$ cat config.mk
export PLATFORM = sky130hd
export DESIGN_NAME = rr_decoder_arbiter_flat
export DESIGN_NICKNAME = d
export VERILOG_FILES = /design/src/rtl/rr_decoder_arbiter_if.sv /design/src/rtl/rr_decoder_arbiter.sv /design/src/flat_wrapper.sv
export SDC_FILE = /design/constraint.sdc
export NUM_CORES = 1
export LEC_CHECK = 0
export ABC_AREA = 1
export CORE_ASPECT_RATIO = 1.4
export CORE_MARGIN = 10
export CORE_UTILIZATION = 37
export CTS_BUF_LIST = sky130_fd_sc_hd__clkbuf_8
export CTS_CLUSTER_SIZE = 25
export DETAILED_ROUTE_END_ITERATION = 10
export GPL_ROUTABILITY_DRIVEN = 1
export PLACE_DENSITY = 0.58
export RECOVER_POWER = 100
export SYNTH_ARGS = -nofsm -noshare
export SYNTH_HDL_FRONTEND = slang
export SYNTH_SLANG_ARGS = --single-unit
export TNS_END_PERCENT = 20
$ cat constraint.sdc
create_clock -name clk -period 4.5 [get_ports clk]
set_input_delay 0.9 -clock clk [delete_from_list [all_inputs] [get_ports clk]]
set_output_delay 0.9 -clock clk [all_outputs]
set_load 0.005 [all_outputs]
$ cat src/rtl/rr_decoder_arbiter_if.sv
// rr_decoder_arbiter_if: request/grant bundle between the requesters and the decoder arbiter.
// Latency: none; this is wiring only.
// Backpressure: none here; the arbiter's grant is the only flow control on the shared decoder.
// Signals: req[7:0]  request vector, bit i = requester i
//          done      current owner releases its grant
//          sel[2:0]  winner index to decoder {x2,x1,x0}
//          en        decoder enable
//          gnt[7:0]  one-hot grant, gnt[sel] = en
//          busy      a grant or its trailing gap cycle is in progress
//          timeout   one-cycle pulse when a grant was revoked by the hold limit
// Modports: master = requester side, slave = arbiter side.
interface rr_decoder_arbiter_if;
  logic [7:0] req;
  logic       done;
  logic [2:0] sel;
  logic       en;
  logic [7:0] gnt;
  logic       busy;
  logic       timeout;

  modport master (
    output req, done,
    input  sel, en, gnt, busy, timeout
  );

  modport slave (
    input  req, done,
    output sel, en, gnt, busy, timeout
  );
endinterface

$ cat src/rtl/rr_decoder_arbiter.sv
// rr_decoder_arbiter: round-robin owner of the shared 3-to-8 enabled decoder among 8 requesters.
// Latency: grant is registered on the edge that samples req in IDLE; release on the edge that samples done.
// Backpressure: the owner keeps the decoder until done / its req drops (or the hold limit); others wait.
// Ports: clk            single clock, rising edge
//        rst_n          asynchronous active-low reset
//        bus (slave)    req[7:0], done in; sel[2:0], en, gnt[7:0], busy, timeout out (all registered)
// Parameter: HOLD_MAX (1..255) maximum grant length, only used when ARB_TIMEOUT_EN is defined.
// Build option: define ARB_TIMEOUT_EN to add the hold counter and revoke grants after HOLD_MAX cycles;
//               without it timeout is tied low and a grant lasts until done or req[sel] drops.
module rr_decoder_arbiter #(
  parameter int unsigned HOLD_MAX = 15
) (
  input  logic                 clk,
  input  logic                 rst_n,
  rr_decoder_arbiter_if.slave  bus
);

  if (HOLD_MAX < 1 || HOLD_MAX > 255) begin : g_hold_max_check
    $error("rr_decoder_arbiter: HOLD_MAX must be in 1..255");
  end

  typedef enum logic [1:0] {
    IDLE  = 2'd0,
    GRANT = 2'd1,
    GAP   = 2'd2
  } state_t;

  state_t     state_q, state_d;
  logic [2:0] ptr_q, ptr_d;
  logic [2:0] sel_q, sel_d;
  logic       en_q, en_d;
  logic [7:0] gnt_q, gnt_d;
  logic       busy_q, busy_d;

  logic [2:0] win;
  logic       win_vld;
  logic       exit_rel;   // owner-driven release: done or its own request dropped
  logic       exit_lim;   // hold limit reached this cycle

  // Round-robin scan starting at ptr. Walking the offsets from 7 down to 0
  // lets the lowest offset (closest to ptr) overwrite the others.
  always_comb begin
    logic [2:0] idx;
    idx     = '0;
    win     = ptr_q;
    win_vld = |bus.req;
    for (int i = 7; i >= 0; i--) begin
      idx = ptr_q + 3'(i);
      if (bus.req[idx]) begin
        win = idx;
      end
    end
  end

  assign exit_rel = bus.done || !bus.req[sel_q];

`ifdef ARB_TIMEOUT_EN
  localparam int CW = $clog2(HOLD_MAX + 1);

  logic [CW-1:0] hold_cnt_q;
  logic          timeout_q, timeout_d;

  // Counter is 0 in the first GRANT cycle, so matching HOLD_MAX-1 gives
  // exactly HOLD_MAX cycles of en before the revoke.
  assign exit_lim = (hold_cnt_q == CW'(HOLD_MAX - 1));

  always_ff @(posedge clk or negedge rst_n) begin
    if (!rst_n) begin
      hold_cnt_q <= '0;
    end else if (state_q == IDLE && win_vld) begin
      hold_cnt_q <= '0;
    end else if (state_q == GRANT && hold_cnt_q != CW'(HOLD_MAX)) begin
      hold_cnt_q <= hold_cnt_q + CW'(1);
    end
  end

  // Timeout is reported only when the limit is the sole reason for leaving.
  always_comb begin
    timeout_d = (state_q == GRANT) && exit_lim && !exit_rel;
  end

  always_ff @(posedge clk or negedge rst_n) begin
    if (!rst_n) begin
      timeout_q <= 1'b0;
    end else begin
      timeout_q <= timeout_d;
    end
  end

  assign bus.timeout = timeout_q;
`else
  assign exit_lim    = 1'b0;
  assign bus.timeout = 1'b0;
`endif

  // State and registered outputs.
  always_ff @(posedge clk or negedge rst_n) begin
    if (!rst_n) begin
      state_q <= IDLE;
      ptr_q   <= '0;
      sel_q   <= '0;
      en_q    <= 1'b0;
      gnt_q   <= '0;
      busy_q  <= 1'b0;
    end else begin
      state_q <= state_d;
      ptr_q   <= ptr_d;
      sel_q   <= sel_d;
      en_q    <= en_d;
      gnt_q   <= gnt_d;
      busy_q  <= busy_d;
    end
  end

  // Next-state logic.
  always_comb begin
    state_d = state_q;
    case (state_q)
      IDLE:    if (win_vld) state_d = GRANT;
      GRANT:   if (exit_rel || exit_lim) state_d = GAP;
      GAP:     state_d = IDLE;
      default: state_d = IDLE;
    endcase
  end

  // Output logic: next values of the output registers. sel only moves on
  // the IDLE->GRANT edge, so the decoder index is stable while en is high.
  always_comb begin
    sel_d = sel_q;
    ptr_d = ptr_q;
    if (state_q == IDLE && win_vld) begin
      sel_d = win;
    end
    if (state_q == GRANT && state_d == GAP) begin
      ptr_d = sel_q + 3'd1;
    end
    en_d   = (state_d == GRANT);
    gnt_d  = en_d ? (8'd1 << sel_d) : 8'd0;
    busy_d = (state_d != IDLE);
  end

  assign bus.sel  = sel_q;
  assign bus.en   = en_q;
  assign bus.gnt  = gnt_q;
  assign bus.busy = busy_q;

endmodule

$ cat src/flat_wrapper.sv
// flat-port wrapper written by rule: the top's interface ports become plain ports
module rr_decoder_arbiter_flat 
#(
  parameter int unsigned HOLD_MAX = 15
)
  (clk, rst_n, bus_req, bus_done, bus_sel, bus_en, bus_gnt, bus_busy, bus_timeout);
  rr_decoder_arbiter_if bus_i ();
  input  logic clk;
  input  logic rst_n;
  input wire logic [$bits(bus_i.req)-1:0] bus_req;
  input wire logic [$bits(bus_i.done)-1:0] bus_done;
  output wire logic [$bits(bus_i.sel)-1:0] bus_sel;
  output wire logic [$bits(bus_i.en)-1:0] bus_en;
  output wire logic [$bits(bus_i.gnt)-1:0] bus_gnt;
  output wire logic [$bits(bus_i.busy)-1:0] bus_busy;
  output wire logic [$bits(bus_i.timeout)-1:0] bus_timeout;
  assign bus_i.req = bus_req;
  assign bus_i.done = bus_done;
  assign bus_sel = bus_i.sel;
  assign bus_en = bus_i.en;
  assign bus_gnt = bus_i.gnt;
  assign bus_busy = bus_i.busy;
  assign bus_timeout = bus_i.timeout;
  rr_decoder_arbiter #(.HOLD_MAX(HOLD_MAX)) u_core (.clk(clk), .rst_n(rst_n), .bus(bus_i));
endmodule
==> flow_summary_export.csv <==
group,metric,value,unit
final_layout,n_antenna_cell,0,
drt,vias,1418,
timing,final-max-slew-violation-count,0,
clock_network,cts_buffers,3,
placement,numPlacedInstances,278,
placement,place_area,1810,µm²
critical_path,cp_max_fo,13,
yosys,ys_ff_latch,18,
yosys,synth.top_cell.area_share,28.5,%
clock_network,cts_resized,0,
floorplanning,num_rows,28,
critical_path,worstSetupPathType,"reg2reg",
run,cap_viol_max_count,0,
placement,dp_hpwl,3380,µm
min_path,hp-class,"reg2reg",
clock_network,cts_sinks,18,
clock_network,cts-root-buf,"clkbuf_8",
placement,routabilityCongestion,0.924,
final_layout,fin_cells,282,
yosys,syn_inst,216,
clock_network,path_clk_slew,70,ps
yosys,syn_area,1580,µm²
timing,finClkSkew,1.41,ps
drt,finalWirelength,4070,µm
global_route,overflow,0,
clock_network,clockBufferDepth,2,
yosys,ys_warn_count,0,
clock_network,cts_tree,"yes",
status,status,"finished clean",
floorplanning,die_y,97.4,µm
yosys,ys_seq_area_share,28.5,%
clock_network,htreeDepth,1,
clock_network,post-cts-setup-buffer-count,0,
timing,setup_tns,0,ps
drt,ant_nets,0,
floorplanning,die_x,75.3,µm
global_route,grt_pass1_wl,6990,µm
yosys,ys_types,28,
timing,rsz0062_at_grt,"false",
critical_path,worstSetupEndpointType,"flip-flop",
global_route,grt_usage,11.8,%
floorplanning,dieArea,7330,µm²
yosys,yosysTopAreaCell,"dfrtp_1",
timing,period_minus_slack,3120,ps
global_route,antenna_found_initial,0,
drt,firstDrtPassIters,4,
yosys,ys_top_cells_by_area,"dfrtp_1 (28%), nand3_2 (11%), nand2_1 (11%), nand2_2 (11%), nand3_1 (5.7%)",
timing,clock.fmax,320,MHz
floorplanning,start_util,38.0,%
placement,pre_cts_ws,1610,ps
clock_network,postCtsHoldBufs,0,
timing,worst_pin_slew,828,ps
global_route,grt_max_degree,19,
placement,port_buffers,23,
drt,via_per_inst,5.03,
timing,min_period_over_period,69.4,%
timing,setup_ws,1380,ps
global_route,grt_pass1_vias,1508,
yosys,syn-num-nets,230,
timing,hold_violations,0,
critical_path,critPathRequiredTime,4680,ps
drt,first_iter_violations,62,
clock_network,clock_latency,250,ps
final_layout,layout-drive-gt1-share,22.4,%
final_layout,area_growth,15.3,%
drt,remaining_drc_errors,0,
timing,slew_headroom,44.6,%
yosys,avgSynthCellArea,7.33,µm²
critical_path,critPathLaunchType,"flip-flop",
critical_path,crit_arrival,3300,ps
final_layout,nNetsFinal,252,
drt,wire_per_inst,14.4,µm
floorplanning,core-area,4170,µm²
timing,final-setup-viol-count,0,
final_layout,final_cell_area,1820,µm²
floorplanning,io-pin-count,25,
==> flip-flops by register name, summed over array words and instances (netlist names) <==
signal,flops
u_core.bus.busy,1
u_core.bus.en,1
u_core.bus.gnt,8
u_core.bus.sel,3
u_core.ptr_q,3
u_core.state_q,2
==> layout by cell type (no fill, tap or decap) <==
cell,n
clkdlybuf4s50_1,8
and2_4,1
inv_2,3
xor2_2,1
o21ai_0,13
a21boi_1,1
nand2_4,2
nand2_1,51
nor4_1,2
dfrtp_1,18
nor2_1,14
nand2_2,25
conb_1,1
a31oi_1,1
o21bai_1,1
inv_4,1
and2_0,1
o221ai_1,2
clkbuf_8,4
inv_1,23
nor3_1,1
nand3_1,20
a21oi_1,7
dlygate4sd3_1,15
nand3_2,16
nand3b_1,1
ha_1,3
xnor2_1,1
==> layer usage <==
metal | up-vias | GRT usage [%] | wire, µm
li1 | 735 | - | -
met1 | 649 | 13.8 | 1770
met2 | 28 | 20.5 | 2090
met3 | 6 | 2.04 | 130
met4 | 0 | 4.16 | 74
met5 | - | 0 | 0
==> cell families after synthesis <==
logic type,after synthesis,share of synthesized area (%)
fa+ha+maj,3,2.37
xor+xnor,2,1.58
compound gates,25,9.49
other cells,1,0.237
simple gates,134,47.5
buf+inv,33,10.4
flops,18,28.5
==> cells in the mapped netlist <==
cell type / number
o21ai_0: 13
nand2_2: 28
a21oi_1: 6
inv_4: 1
conb_1: 1
a21boi_1: 1
ha_1: 3
xnor2_1: 1
a21oi_4: 1
nand2_1: 48
nor2_1: 14
nor4_1: 2
nand3b_1: 1
and2_4: 1
nand3_1: 18
nand2_4: 2
and2_1: 1
buf_4: 2
inv_1: 21
o221ai_1: 2
nor3_4: 1
xor2_2: 1
inv_2: 5
buf_6: 4
a31oi_1: 1
nand3_2: 18
dfrtp_1: 18
o21bai_1: 1
==> worst max-delay path, cell delays in order, from the launching register on <==
cell and delay [ps]:
dfrtp_1 650, inv_1 370, ha_1 580, inv_1 180
nand3_1 140, nand3_1 140, nand3_1 100, nand3_1 90
nand2_1 70, nand2_1 50, nand2_1 50, nand2_1 40
nand2_1 50, nand2_1 60, a21oi_1 280, nand2_2 90
nor2_1 100
==> through the flow <==
stage               util, %  hold WS [ps]
floorplan                 -           578
global placement       43.4           630
CTS                    44.7           646
finish                 43.8           601
detailed placement     43.4           636
global route           43.8           652
==> cell type report <==
| type | instances | area, µm² |
|---|---|---|
| tap | 45 | 56.3 |
| clock buffer | 4 | 55.1 |
| timing repair buffer | 23 | 230 |
| sequential | 18 | 450 |
| fill | 445 | 2340 |
| inverter | 27 | 104 |
| multi-input combinational | 165 | 928 |
==> worst paths after layout <==
path	startpoint	endpoint	slack, ps	depth (start not counted)
max in group asynchronous	rst_n	u_core.ptr_q[1]	2800	1
min in group asynchronous	rst_n	u_core.bus.gnt[5]	1190	1
max	u_core.ptr_q[0]	u_core.bus.gnt[6]	1380	16
min	u_core.state_q[1]	u_core.bus.busy	600	3
max reg2reg	u_core.ptr_q[0]	u_core.bus.gnt[6]	1380	16
min reg2reg	u_core.state_q[1]	u_core.bus.busy	600	3
Power is not shown: default switching activity piles up to over one toggle a cycle in this logic, so the estimate is an artifact.
